**src/rtl/intra_pkg.sv**
```systemverilog
// Shared types and helpers for the luma 4x4 intra prediction/reconstruction path.
package intra_pkg;
  localparam int PIX_W = 8;

  typedef logic        [PIX_W-1:0] pix_t;
  typedef logic signed [PIX_W-1:0] res_t;

  // Same ordering as the encoder's residual index.
  typedef enum logic [2:0] {
    MODE_V   = 3'd0,
    MODE_H   = 3'd1,
    MODE_VL  = 3'd2,
    MODE_VR  = 3'd3,
    MODE_HU  = 3'd4,
    MODE_HD  = 3'd5,
    MODE_DDL = 3'd6,
    MODE_DDR = 3'd7
  } mode_e;

  typedef enum logic [1:0] {
    ST_IDLE = 2'd0,
    ST_PRED = 2'd1,
    ST_EMIT = 2'd2
  } state_e;

  function automatic pix_t clip255(input logic signed [9:0] s);
    if (s < 0) return '0;
    else if (s > 10'sd255) return 8'd255;
    else return s[7:0];
  endfunction

  function automatic pix_t filt2(input pix_t a, input pix_t b);
    logic [9:0] s;
    s = {2'b00, a} + {2'b00, b} + 10'd1;
    return s[8:1];
  endfunction

  function automatic pix_t filt3(input pix_t a, input pix_t b, input pix_t c);
    logic [9:0] s;
    s = {2'b00, a} + {1'b0, b, 1'b0} + {2'b00, c} + 10'd2;
    return s[9:2];
  endfunction
endpackage

```
**src/rtl/intrapred4x4_core.sv**
```systemverilog
// Combinational 4x4 luma intra predictor for the eight directional modes.
module intrapred4x4_core
  import intra_pkg::*;
(
  input  logic [2:0] mode,
  input  logic [7:0] top  [8],
  input  logic [7:0] left [5],
  output logic [7:0] pred [16]
);
  // Edge strip L,K,J,I,M,A..H: top x sits at 5+x, left y at 3-y, M at 4 for both.
  pix_t w_edge [13];

  function automatic pix_t pt(input pix_t e [13], input int x);
    return e[4'(x + 5)];
  endfunction

  function automatic pix_t pl(input pix_t e [13], input int y);
    return e[4'(3 - y)];
  endfunction

  function automatic pix_t pred_sample(input logic [2:0] m, input pix_t e [13],
                                       input int x, input int y);
    int   z;
    int   d;
    pix_t r;
    r = '0;
    case (mode_e'(m))
      MODE_V: r = pt(e, x);
      MODE_H: r = pl(e, y);
      MODE_VL: begin
        d = x + y / 2;
        if (y % 2 == 0) r = filt2(pt(e, d), pt(e, d + 1));
        else r = filt3(pt(e, d), pt(e, d + 1), pt(e, d + 2));
      end
      MODE_VR: begin
        z = 2 * x - y;
        d = x - y / 2;
        if (z >= 0 && z % 2 == 0) r = filt2(pt(e, d - 1), pt(e, d));
        else if (z > 0) r = filt3(pt(e, d - 2), pt(e, d - 1), pt(e, d));
        else if (z == -1) r = filt3(pl(e, 0), pl(e, -1), pt(e, 0));
        else r = filt3(pl(e, y - 1), pl(e, y - 2), pl(e, y - 3));
      end
      MODE_HU: begin
        z = x + 2 * y;
        d = y + x / 2;
        if (z > 5) r = pl(e, 3);
        else if (z == 5) r = filt3(pl(e, 2), pl(e, 3), pl(e, 3));
        else if (z % 2 == 0) r = filt2(pl(e, d), pl(e, d + 1));
        else r = filt3(pl(e, d), pl(e, d + 1), pl(e, d + 2));
      end
      MODE_HD: begin
        z = 2 * y - x;
        d = y - x / 2;
        if (z >= 0 && z % 2 == 0) r = filt2(pl(e, d - 1), pl(e, d));
        else if (z > 0) r = filt3(pl(e, d - 2), pl(e, d - 1), pl(e, d));
        else if (z == -1) r = filt3(pl(e, 0), pl(e, -1), pt(e, 0));
        else r = filt3(pt(e, x - 1), pt(e, x - 2), pt(e, x - 3));
      end
      MODE_DDL: begin
        if (x == 3 && y == 3) r = filt3(pt(e, 6), pt(e, 7), pt(e, 7));
        else r = filt3(pt(e, x + y), pt(e, x + y + 1), pt(e, x + y + 2));
      end
      MODE_DDR: begin
        if (x > y) r = filt3(pt(e, x - y - 2), pt(e, x - y - 1), pt(e, x - y));
        else if (x < y) r = filt3(pl(e, y - x - 2), pl(e, y - x - 1), pl(e, y - x));
        else r = filt3(pt(e, 0), pl(e, -1), pl(e, 0));
      end
      default: r = '0;
    endcase
    return r;
  endfunction

  genvar gi;
  for (gi = 0; gi < 5; gi++) begin : g_left
    assign w_edge[gi] = left[4-gi];
  end
  for (gi = 0; gi < 8; gi++) begin : g_top
    assign w_edge[5+gi] = top[gi];
  end
  for (gi = 0; gi < 16; gi++) begin : g_pix
    assign pred[gi] = pred_sample(mode, w_edge, gi % 4, gi / 4);
  end
endmodule

```
**src/rtl/intrarecon_luma4x4.sv**
```systemverilog
// Luma 4x4 intra reconstruction: captures a block, regenerates its prediction,
// then streams clip(pred + res) out one row per handshake.
module intrarecon_luma4x4
  import intra_pkg::*;
#(
  parameter int BLK_CNT_BITS = 16
) (
  input  logic                    clk,
  input  logic                    reset,
  input  logic                    in_valid,
  output logic                    in_ready,
  input  logic [2:0]              mode,
  input  logic signed [7:0]       res  [16],
  input  logic [7:0]              top  [8],
  input  logic [7:0]              left [5],
  output logic                    out_valid,
  input  logic                    out_ready,
  output logic [7:0]              out_row [4],
  output logic [1:0]              out_rowidx,
  output logic                    out_last,
  output logic [2:0]              out_mode,
  output logic [BLK_CNT_BITS-1:0] blk_count
);
  state_e                  r_state;
  logic [2:0]              r_mode;
  res_t                    r_res     [16];
  pix_t                    r_top     [8];
  pix_t                    r_left    [5];
  pix_t                    r_pred    [16];
  pix_t                    r_out_row [4];
  logic [1:0]              r_row;
  logic                    r_out_valid;
  logic                    r_in_ready;
  logic                    r_out_last;
  logic [2:0]              r_out_mode;
  logic [BLK_CNT_BITS-1:0] r_blk_cnt;

  pix_t              w_pred     [16];
  logic [1:0]        w_row_nxt;
  pix_t              w_pix      [4];
  logic signed [9:0] w_sum      [4];
  pix_t              w_row_clip [4];

  intrapred4x4_core u_core (
    .mode (r_mode),
    .top  (r_top),
    .left (r_left),
    .pred (w_pred)
  );

  // Row 0 is built straight from the predictor in PRED; later rows from stored pred.
  assign w_row_nxt = (r_state == ST_PRED) ? 2'd0 : r_row + 2'd1;

  genvar gi;
  for (gi = 0; gi < 4; gi++) begin : g_col
    assign w_pix[gi]      = (r_state == ST_PRED) ? w_pred[gi] : r_pred[{w_row_nxt, 2'(gi)}];
    assign w_sum[gi]      = {2'b00, w_pix[gi]} +
                            {{2{r_res[{w_row_nxt, 2'(gi)}][7]}}, r_res[{w_row_nxt, 2'(gi)}]};
    assign w_row_clip[gi] = clip255(w_sum[gi]);
    assign out_row[gi]    = r_out_row[gi];
  end

  always_ff @(posedge clk or negedge reset) begin
    if (!reset) begin
      r_state     <= ST_IDLE;
      r_mode      <= '0;
      r_res       <= '{default: '0};
      r_top       <= '{default: '0};
      r_left      <= '{default: '0};
      r_pred      <= '{default: '0};
      r_out_row   <= '{default: '0};
      r_row       <= '0;
      r_out_valid <= 1'b0;
      r_in_ready  <= 1'b0;
      r_out_last  <= 1'b0;
      r_out_mode  <= '0;
      r_blk_cnt   <= '0;
    end else begin
      case (r_state)
        ST_IDLE: begin
          r_in_ready <= 1'b1;
          if (in_valid && r_in_ready) begin
            r_mode     <= mode;
            r_out_mode <= mode;
            r_res      <= res;
            r_top      <= top;
            r_left     <= left;
            r_in_ready <= 1'b0;
            r_state    <= ST_PRED;
          end
        end
        ST_PRED: begin
          r_pred      <= w_pred;
          r_out_row   <= w_row_clip;
          r_row       <= 2'd0;
          r_out_valid <= 1'b1;
          r_out_last  <= 1'b0;
          r_state     <= ST_EMIT;
        end
        ST_EMIT: begin
          if (out_ready) begin
            if (r_row == 2'd3) begin
              r_out_valid <= 1'b0;
              r_out_last  <= 1'b0;
              r_blk_cnt   <= r_blk_cnt + 1'b1;
              r_in_ready  <= 1'b1;
              r_state     <= ST_IDLE;
            end else begin
              r_row      <= r_row + 2'd1;
              r_out_row  <= w_row_clip;
              r_out_last <= (r_row == 2'd2);
            end
          end
        end
        default: r_state <= ST_IDLE;
      endcase
    end
  end

  assign in_ready   = r_in_ready;
  assign out_valid  = r_out_valid;
  assign out_rowidx = r_row;
  assign out_last   = r_out_last;
  assign out_mode   = r_out_mode;
  assign blk_count  = r_blk_cnt;
endmodule
```
**config.mk**
```make
export PLATFORM = sky130hd
export DESIGN_NAME = intrarecon_luma4x4
export DESIGN_NICKNAME = d
export VERILOG_FILES = /design/src/rtl/intra_pkg.sv /design/src/rtl/intrapred4x4_core.sv /design/src/rtl/intrarecon_luma4x4.sv
export SDC_FILE = /design/constraint.sdc
export NUM_CORES = 1
export LEC_CHECK = 0
export CAP_MARGIN = 20
export CORE_MARGIN = 2
export CORE_UTILIZATION = 40
export CTS_CLUSTER_SIZE = 16
export DETAILED_ROUTE_END_ITERATION = 8
export SETUP_SLACK_MARGIN = 0.2
export SLEW_MARGIN = 20
export SYNTH_ARGS = -nofsm -noshare
export SYNTH_HDL_FRONTEND = slang
export SYNTH_SLANG_ARGS = --single-unit
export TNS_END_PERCENT = 100
```
**constraint.sdc**
```tcl
create_clock -name clk -period 14.6 [get_ports clk]
set_input_delay 2.92 -clock clk [delete_from_list [all_inputs] [get_ports clk]]
set_output_delay 2.92 -clock clk [all_outputs]
set_load 0.05 [all_outputs]
```
# Yosys cells after proc, flatten, opt, wreduce, memory -nomap -nowiden
# Index checks and enable logic that the tools add are counted.
[totals] reg_bits=378 output_inout_bits=56 wordCells=224 in_bits=239
[op_classes] bitwise=4 muxes=73 n_addsub=56 order_cmp=12 n_reduce_logical=13 n_eq_ne=15
[op_table] operator="binary-select mux 8 bit (select 4 bit)" n=8
[op_table] operator="one-hot mux 8 bit (6 select lines)" n=5
[op_table] operator="2-to-1 mux 8 bit" n=28
[op_table] operator="one-hot mux 8 bit (7 select lines)" n=3
[op_table] operator="one-hot mux 8 bit (5 select lines)" n=4
[op_table] operator="adder 10 x 2 -> 10 bit (second input constant)" n=12
[op_table] operator="adder 10 x 8 -> 10 bit" n=12
[op_table] operator="adder 8 x 9 -> 10 bit" n=12
[op_table] operator="2-to-1 mux 32 bit" n=2
[op_table] operator="one-hot mux 32 bit (2 select lines)" n=1
[op_table] operator="one-hot mux 8 bit (4 select lines)" n=2
[op_table] operator="one-hot mux 8 bit (8 select lines)" n=1
[op_table] operator="adder 8 x 8 -> 9 bit" n=7
[op_table] operator="adder 9 x 1 -> 9 bit (second input constant)" n=7
[op_table] operator="adder 9 x 8 -> 10 bit" n=4
[op_table] operator="> comparator 10 x 9 -> 1 bit (second input constant)" n=4
[op_table] operator="less-than comparator 10 x 1 -> 1 bit (second input constant)" n=4
[op_table] operator="one-hot mux 8 bit (3 select lines)" n=1
[op_table] operator=">= comparator 5 bit (second input constant)" n=4
[op_table] operator="inverter 4 -> 5 bit" n=4
[op_table] operator="adder 16 x 1 -> 16 bit (second input constant)" n=1
[op_table] operator="AND reduction 3 bit" n=5
[op_table] operator="== test 3 bit (second input constant)" n=4
[op_table] operator="2-to-1 mux 2 bit" n=6
[op_table] operator="other kinds (16)" n=32

# Longest topological paths before layout
# Gate-level depths: netlist of run 1.
[depth] depth_word=14 ltp_mapped=21 depth_no_buf=20

# Hierarchy
# A second synthesis of run 1 with hierarchy kept.
[unflattened] cells_unflattened=3263 hier_area_um2=29512.1
[modules_own_cells] mod="intrarecon_luma4x4" seq_area_each_um2=10460.0 area_per_inst_um2=19449.9 instances=1 cells_each=1784
[modules_own_cells] mod="intrapred4x4_core" seq_area_each_um2=0.0 area_per_inst_um2=10062.2 instances=1 cells_each=1479

# Worst setup path after synthesis of run 1
# OpenSTA, ideal clock, no wires.
[synth_timing] kind="register -> register" from="register r_row[0] (netlist: out_rowidx[0])" to="register r_out_row (netlist bit out_row[16])" t_arrival_ns=4.914 setup_ns=0.067 path_buffers=6 synth_period_minus_slack_ns=4.981 required_time_ns=14.533 setup_slack_ns=9.619 path_stages_with_launch=21 cell_sequence="dfrtp_1 buf_4 clkinv_1 clkbuf_1 ha_1 buf_2 nand2b_1 buf_2 buf_1 clkbuf_1 a31oi_1 ha_1 inv_1 fa_1 nor2b_1 o21a_1 o21ai_0 a2111o_1 or3_1 a211oi_4 a221o_1"
[synth_via] elab_chain_len=14 word_cells_on_any_way=21 cone_classes="2 x add/sub; 2 x order compare; 2 x eq/ne; 13 x mux; 1 x bitwise; 1 x reduce/logical"
[synth_lines] element="start: declaration" line_no="intrarecon_luma4x4.sv:31" rtl="logic [1:0] r_row;"
[synth_lines] element="start signal: assignment" line_no="intrarecon_luma4x4.sv:109" rtl="r_row <= r_row + 2'd1;"
[synth_lines] element="adder 2 x 1 -> 2 bit" line_no="intrarecon_luma4x4.sv:52" rtl="assign w_row_nxt = (r_state == ST_PRED) ? 2'd0 : r_row + 2'd1;"
[synth_lines] element="2-to-1 mux 2 bit" line_no="intrarecon_luma4x4.sv:52"
[synth_lines] element="inverter 4 -> 5 bit (not written as such)" line_no="intrarecon_luma4x4.sv:56, intrarecon_luma4x4.sv:58"
[synth_lines] element="binary-select mux 8 bit (select 4 bit)" line_no="intrarecon_luma4x4.sv:56" rtl="assign w_pix[gi] = (r_state == ST_PRED) ? w_pred[gi] : r_pred[{w_row_nxt, 2'(gi)}];"
[synth_lines] element="2-to-1 mux 8 bit (not written as such) (2 in series)" line_no="intrarecon_luma4x4.sv:56"
[synth_lines] element="2-to-1 mux 8 bit" line_no="intrarecon_luma4x4.sv:56"
[synth_lines] element="adder 9 x 8 -> 10 bit" line_no="intrarecon_luma4x4.sv:57" rtl="assign w_sum[gi] = {2'b00, w_pix[gi]} +"
[synth_lines] element="> comparator 10 x 9 -> 1 bit" line_no="intra_pkg.sv:28" rtl="else if (s > 10'sd255) return 8'd255;"
[synth_lines] element="2-to-1 mux 8 bit" line_no="intra_pkg.sv:28"
[synth_lines] element="2-to-1 mux 8 bit" line_no="intra_pkg.sv:27" rtl="if (s < 0) return '0;"
[synth_lines] element="2-to-1 mux 32 bit" line_no="intrarecon_luma4x4.sv:102" rtl="if (r_row == 2'd3) begin"
[synth_lines] element="2-to-1 mux 32 bit" line_no="intrarecon_luma4x4.sv:101" rtl="if (out_ready) begin"
[synth_lines] element="one-hot mux 32 bit (2 select lines)" line_no="intrarecon_luma4x4.sv:79" rtl="case (r_state)"
[synth_lines] element="end signal: assignment" line_no="intrarecon_luma4x4.sv:94" rtl="r_out_row <= w_row_clip;"
[synth_lines] element="end signal: assignment" line_no="intrarecon_luma4x4.sv:110" rtl="r_out_row <= w_row_clip;"
[synth_lines] element="end: declaration" line_no="intrarecon_luma4x4.sv:30" rtl="pix_t r_out_row [4];"
# Parallel ways exist; a longest one is shown, timed or not. The select of a mux whose other input is x is not followed.
# A chain may end at the register's enable or synchronous reset.

# Worst setup path in the final report of run 1
[layout_timing] from="register r_top[58] (netlist name)" to="register r_out_row (netlist bit out_row[18])"
[layout_via] elab_chain_len=12 word_cells_on_any_way=17 cone_classes="8 x add/sub; 2 x order compare; 7 x mux"
[layout_lines] element="start: declaration" line_no="intrarecon_luma4x4.sv:27" rtl="pix_t r_top [8];"
[layout_lines] element="start signal: assignment" line_no="intrarecon_luma4x4.sv:86" rtl="r_top <= top;"
[layout_lines] element="adder 8 x 9 -> 10 bit"
[layout_lines] element="adder 10 x 8 -> 10 bit"
[layout_lines] element="adder 10 x 2 -> 10 bit" line_no="intra_pkg.sv:40" rtl="s = {2'b00, a} + {1'b0, b, 1'b0} + {2'b00, c} + 10'd2;"
[layout_lines] element="one-hot mux 8 bit (7 select lines) *" line_no="intrapred4x4_core.sv:27" rtl="case (mode_e'(m))"
[layout_lines] element="2-to-1 mux 8 bit *" line_no="intrarecon_luma4x4.sv:56"
[layout_lines] element="adder 9 x 8 -> 10 bit *" line_no="intrarecon_luma4x4.sv:57"
[layout_lines] element="> comparator 10 x 9 -> 1 bit" line_no="intra_pkg.sv:28"
[layout_lines] element="2-to-1 mux 8 bit" line_no="intra_pkg.sv:28"
[layout_lines] element="2-to-1 mux 8 bit *" line_no="intra_pkg.sv:27"
[layout_lines] element="2-to-1 mux 32 bit" line_no="intrarecon_luma4x4.sv:102"
[layout_lines] element="2-to-1 mux 32 bit" line_no="intrarecon_luma4x4.sv:101"
[layout_lines] element="one-hot mux 32 bit (2 select lines) *" line_no="intrarecon_luma4x4.sv:79"
# Mark *: on every way between the ends. The rest lies on a longest branch, timed or not. The select of a mux whose other input is x is not followed.

==> results of run 1 <==
[flip-flops by register name, indices dropped and copies added (netlist names)]
register and cells:
out_valid 1, out_last 1, blk_count 16, out_row 32, r_res 128, r_left 40, r_state 2, out_rowidx 2
out_mode 3, in_ready 1, r_top 24, r_pred 128
[layout make-up]
cell class              count  area share, %
multi-input cells        2211           51.6
flip-flops and latches    378           29.6
clock buffers              69           4.35
well taps                 864           3.39
inverters                  75          0.882
repair buffers            309           9.35
clock inverters            14          0.756
diodes                      4         0.0314
[per-layer routing]
| metal | GRT usage [%] | vias up | routed length (um) |
|---|---|---|---|
| li1 | - | 10812 | - |
| met1 | 42.7 | 12347 | 47300 |
| met2 | 51.5 | 1251 | 51900 |
| met3 | 6.03 | 331 | 9280 |
| met4 | 20.9 | 0 | 8540 |
| met5 | 0 | - | 0 |
[per-stage QoR]
| step | hold slack, ns | util [%] | setup WS, ns | instance area (sq um) |
|---|---|---|---|---|
| 2_1_floorplan | 0.433 | - | 9.62 | 26800 |
| 3_3_place_gp | 0.451 | 45.8 | 8.50 | 30300 |
| 3_5_place_dp | 0.459 | 45.8 | 8.46 | 30300 |
| 4_1_cts | 0.471 | 48.3 | 8.44 | 31900 |
| 5_1_grt | 0.494 | 48.3 | 8.02 | 31900 |
| 6_report | 0.464 | 48.3 | 8.18 | 31900 |
[worst max-delay path: stages, from the launching register on]
cell	delay, ns
dfrtp_1	0.88
fa_1	0.56
ha_1	0.37
a21o_1	0.20
a221oi_1	0.54
o21bai_1	0.15
xor2_1	0.29
and2_1	0.30
a2111oi_0	0.83
nor3_1	0.24
ha_1	0.43
o21ai_0	0.16
a2111o_1	0.41
or3_1	0.40
a211oi_4	0.43
a221o_1	0.17
[synthesized netlist by cell type (16+ instances only)]
cell,count
a211oi_1,70
a21o_1,43
a21oi_1,157
a221o_1,35
a221oi_1,24
a31oi_1,69
a41oi_1,16
and2_1,33
and3_1,17
buf_1,16
buf_2,27
clkbuf_1,94
dfrtp_1,378
fa_1,53
ha_1,159
inv_1,72
mux2_2,182
mux2i_1,24
mux4_2,31
nand2_1,349
nand2b_1,19
nand3_1,37
nand4_1,19
nor2_1,242
nor2b_1,43
nor3_1,42
o211ai_1,16
o21a_1,48
o21ai_0,140
or3_1,17
xnor2_1,61
xor2_1,35
[cell families after synthesis]
logic type               after synthesis  synth area share, %
AND/OR/NAND/NOR                      862                 14.5
AO/OA/AOI/OAI                        802                 20.9
flip-flops                           378                 35.3
multiplexers                         239                 11.3
buffers and inverters                223                 3.51
adder cells (fa/ha/maj)              212                 11.4
XOR/XNOR                              96                 3.14
[worst paths after layout]
| path | endpoint | startpoint | depth (start not counted) |
|---|---|---|---|
| max in group asynchronous | r_left[9] | reset | 3 |
| worst max-delay path | out_row[18] | r_top[58] | 15 |
| worst min register to register | r_pred[80] | r_pred[80] | 2 |
| min in group asynchronous | r_res[97] | reset | 1 |
| worst max register to register | out_row[18] | r_top[58] | 15 |
| worst min-delay path | r_pred[80] | r_pred[80] | 2 |
==> reports/summary.log, run 1 <==
[clock_tree] Bufs on Longest Clock Path 3
[place] placed wire-length estimate after detailed placement 86.2 mm
[critical_path] data arrival time of the worst path 6.99 ns
[die] cell row count 94
[grt] grt ovf 0
[timing] post-layout min period 6.42 ns
[synth] FF+latch count, synth 378
[grt] pin count of the biggest net entering global routing 140
[grt] via count of the first global-routing pass 24,342
[routing] via total after detailed routing 24,741
[synth] sequential cell area fraction in the yosys report 35.3%
[critical_path] CP Capture Type register
[timing] maximum achievable frequency 156 MHz
[die] Die Span Y 263 um
[grt] total routing usage reported by global routing 33.1%
[synth] cell area after synthesis 26,800 sq um
[synth] cell taking the most area after synthesis dfrtp_1
[cells_and_area] fill cell total of the finished layout 6,208
[synth] Synth area leaders dfrtp_1, mux2_2, ha_1
[cells_and_area] area of the multi-input gates 16,500 sq um
[routing] first-iteration detailed-routing DRC count 2,708
[grt] initial antenna violation count 7
[timing] pins over their slew limit 0
[critical_path] path type of the worst setup path register to register
[die] Die Footprint 69,100 sq um
[synth] Net Count, Synth 3,263
[cells_and_area] net total in the final layout 3,472
[run_status] result of the run finished, final reports clean
[synth] area share of the leading cell type in the synthesized netlist 35.3%
[flow_run] max_cap viols 0
[routing] remaining antenna violation count after routing 0
[cells_and_area] most common cell after layout, fill and taps aside dfrtp_1
[clock_tree] H-tree lvl count 2
[timing] actual slew at the worst max-slew pin 1.18 ns
[timing] number of endpoints failing setup at the final stage 0
[clock_tree] number of buffers inserted to repair setup after CTS 0
[routing] average wire per cell in the routed design 29.8 um
[routing] Final Routed Wirelength 117 mm
[die] Placeable Area 66,100 sq um
[grt] global-route wire length before repair 169 mm
[clock_tree] Clock Root Buffer clkbuf_16
[critical_path] largest fanout of any net on the critical path 10
[timing] hold violation total from the final report 0
[timing] unrepaired setup endpoints after global routing false
[critical_path] Required @ worst endpoint 15.17 ns
[die] initial standard-cell utilization of the core 40.6%
[timing] tightest slew margin relative to the limit 20.7%
[synth] number of warnings printed during yosys synthesis 0
[routing] first-pass detailed-route iteration total 6
[synth] average cell area after synthesis 9.53 sq um
[place] number of I/O port buffers 254
[cells_and_area] area growth from synthesis to layout 19.1%
[timing] Final period util 44.0%
[clock_tree] # clock sinks 378
[routing] post-detailed-route via-to-cell ratio 6.31
[routing] DRC violations left 0
[synth] number of synthesized flops with an enable pin 0
[cells_and_area] commonest cells after routing, fill and taps aside dfrtp_1, nand2_1, clkdlybuf4s50_1
[clock_tree] total of cells resized after clock tree synthesis 0
[timing] summed negative setup slack over all endpoints 0 ns
[cells_and_area] final instance count without filler cells 3,924
[cells_and_area] footprint of the flip-flops and latches 9460 sq um
[timing] clock tree skew after final layout 0.0213 ns
[clock_tree] CTS tree yes
[clock_tree] clock buffers created by TritonCTS 46
[place] placer congestion estimate 1.00
[clock_tree] clock insertion delay at the later pin of the skew report 0.63 ns
[critical_path] worst reg2reg setup slack 8.18 ns
[place] cell count after placement 3,836
[synth] predominant post-synthesis flop cell dfrtp_1
[synth] FFs w/ async S/R, synth 100%
[clock_tree] clock-pin slew of the registers on the worst-case setup and hold paths 0.06 ns
[die] width of the chip 263 um
[clock_tree] number of hold-repair buffers added at the cts stage 0
[critical_path] Worst setup SP type register
[synth] number of instances in the synthesized netlist 2,812
[min_path] hold crit path type register to register
[cells_and_area] share of final-layout standard cells stronger than drive strength 1 13.1%
[synth] post-synth cell types 93
[die] top-level port count 295
Power of run 1 is left out: the tool's default activity adds up to more than one toggle a clock period on the data nets, which glitch-free logic cannot reach.
==> run 2: changes to the inputs <==
==> constraint.sdc (replaced) <==
create_clock -name clk -period 6.1 [get_ports clk]
set_input_delay 1.22 -clock clk [delete_from_list [all_inputs] [get_ports clk]]
set_output_delay 1.22 -clock clk [all_outputs]
set_load 0.05 [all_outputs]
==> reports/summary.log, run 2 (synthesis gave the netlist of run 1 again) <==
[run_status] result of the run finished, final reports clean
[timing] summed negative setup slack over all endpoints 0 ns
[cells_and_area] Final Core Density 49.8%
[min_path] Hold Path Depth 1
[die] Placeable Area 66,100 sq um
[clock_tree] Clock Root Buffer clkbuf_16
[critical_path] largest fanout of any net on the critical path 10
[timing] Final Worst Setup Slack 0.459 ns
[place] placer congestion estimate 1.04
[clock_tree] CTS tree yes
[clock_tree] clock insertion delay at the later pin of the skew report 0.63 ns
[die] initial standard-cell utilization of the core 40.6%
[critical_path] Slowest cell on crit path dfrtp_1
[grt] grt ovf 0
[cells_and_area] final instance count without filler cells 4,052
[die] cell row count 94
[clock_tree] number of buffers inserted to repair setup after CTS 0
[timing] number of endpoints failing setup at the final stage 0
[die] Die Footprint 69,100 sq um
[routing] average wire per cell in the routed design 30.2 um
[min_path] launch point of the worst hold path blk_count[15]
[die] top-level port count 295
[cells_and_area] share of final-layout standard cells stronger than drive strength 1 16.7%
[timing] maximum achievable frequency 177 MHz
[timing] hold violation total from the final report 0
[critical_path] Critical Path, Cell by Cell fa_1 > ha_1 > o21ai_0 > o21ai_1 > a31oi_1 > xnor2_1 > and2_1 > a2111oi_1 > nor3_1 > buf_4 > ha_1 > or4_1 > o21a_1 > o311a_1 > or3_1 > a21oi_2 > a221o_1
[timing] unrepaired setup endpoints after global routing false
[critical_path] CP Capture Type register
[critical_path] cell family with the largest share of critical-path delay compound AO/OA/AOI/OAI gates
[grt] total routing usage reported by global routing 34.7%
[routing] Final Routed Wirelength 122 mm
[critical_path] largest incremental delay on the critical path 0.81 ns
[timing] actual slew at the worst max-slew pin 1.10 ns
[grt] initial antenna violation count 2
[cells_and_area] net total in the final layout 3,600
[routing] remaining antenna violation count after routing 0
[die] Die Span Y 263 um
[place] number of I/O port buffers 254
[clock_tree] clock-pin slew of the registers on the worst-case setup and hold paths 0.05 ns
[critical_path] worst reg2reg setup slack 0.46 ns
[place] post-place setup slack 0.308 ns
[clock_tree] # clock sinks 378
[critical_path] count of buffering cells on the critical path with inverters included 1
[cells_and_area] commonest cells after routing, fill and taps aside dfrtp_1, nand2_1, clkdlybuf4s50_1
[cells_and_area] fill cell total of the finished layout 6,065
[place] cell count after placement 3,963
[grt] pin count of the biggest net entering global routing 114
[die] width of the chip 263 um
[critical_path] startpoint of the most critical register-to-register path r_left[10]
[timing] pins over their slew limit 0
[clock_tree] Bufs on Longest Clock Path 3
[critical_path] Worst setup SP type register
[critical_path] path type of the worst setup path register to register
[place] placed wire-length estimate after detailed placement 94.3 mm
[critical_path] Required @ worst endpoint 6.64 ns
[timing] Final period util 92.5%
[cells_and_area] area growth from synthesis to layout 22.8%
[routing] first-iteration detailed-routing DRC count 2,342
[cells_and_area] most common cell after layout, fill and taps aside dfrtp_1
[routing] via total after detailed routing 25,119
[grt] via count of the first global-routing pass 25,191
[critical_path] cell depth of the worst flop-to-flop path 17
[min_path] hold crit path type register to register
[flow_run] max_cap viols 0
[routing] first-pass detailed-route iteration total 6
[timing] clock tree skew after final layout 0.0351 ns
[cells_and_area] Ant. Diodes 0
[clock_tree] clock buffers created by TritonCTS 48
[timing] post-layout min period 5.64 ns
[critical_path] Most common cell on crit path ha_1
[clock_tree] H-tree lvl count 2
[grt] global-route wire length before repair 176 mm
[routing] post-detailed-route via-to-cell ratio 6.20
[routing] DRC violations left 0
[min_path] Worst Hold Path EP blk_count[15]
[critical_path] worst flop-to-flop path endpoint out_row[1]
[critical_path] data arrival time of the worst path 6.18 ns
[timing] tightest slew margin relative to the limit 26.2%
[cells_and_area] registers with the highest flip-flop counts r_pred x128, r_res x128, r_left x40
run 2: cell types whose count changed in the layout (fill, tap and decap cells not counted), sizes merged:
cell and delta:
buf +126, clkinvlp +5, diode -4, clkinv +9, clkbuf -8
run 2: worst max-delay path by stage:
stage                     cells after the start           from           to  slack, ns
final                                        17     r_left[10]   out_row[1]       0.46
after global routing                         16      r_top[61]  out_row[26]       0.22
after CTS                                    17      r_top[59]  out_row[16]       0.29
after detailed placement                     17      r_top[59]  out_row[16]       0.31
after global placement                       17      r_top[59]  out_row[21]       0.45
after floorplan                              20  out_rowidx[0]  out_row[16]       1.12
run 2: stage by stage:
stage,instance area (sq um),hold slack [ns]
after CTS,32900,0.474
after floorplan,26800,0.433
after global routing,32900,0.496
after global placement,31300,0.451
after detailed placement,31300,0.460
final,32900,0.474
run 2: layer usage:
layer	GRT usage, %	vias to the layer above	share of wire [%]
met5	0	-	0.011
met4	19.2	2	6.3
met3	6.60	301	7.8
met2	54.9	1232	45
met1	44.7	12518	41
li1	-	11066	-
run 2: timing repair:
action                                 4_1_cts  5_1_grt
resized for setup                            0        4
endpoints found under the hold margin        0        0
hold buffers                                 0        0
setup endpoints to repair                    0        8
run 2: layout make-up:
class,count,area [sq um],share of cell area (%)
Timing Repair Buffer,435,3990,12.1
Inverter,75,282,0.855
Clock inverter,28,314,0.954
Clock buffer,61,1290,3.92
Multi-Input combinational cell,2211,16500,50.1
Tap cell,864,1080,3.28
Sequential cell,378,9460,28.7
run 2: worst register-to-register path, stage by stage (launching register included):
cell and delay, ns:
dfrtp_1 0.81, fa_1 0.58, ha_1 0.31, o21ai_0 0.15
o21ai_1 0.41, a31oi_1 0.17, xnor2_1 0.22, and2_1 0.19
a2111oi_1 0.45, nor3_1 0.19, buf_4 0.18, ha_1 0.22
or4_1 0.52, o21a_1 0.14, o311a_1 0.16, or3_1 0.33
a21oi_2 0.33, a221o_1 0.22
Power of run 2 is left out for the same reason.
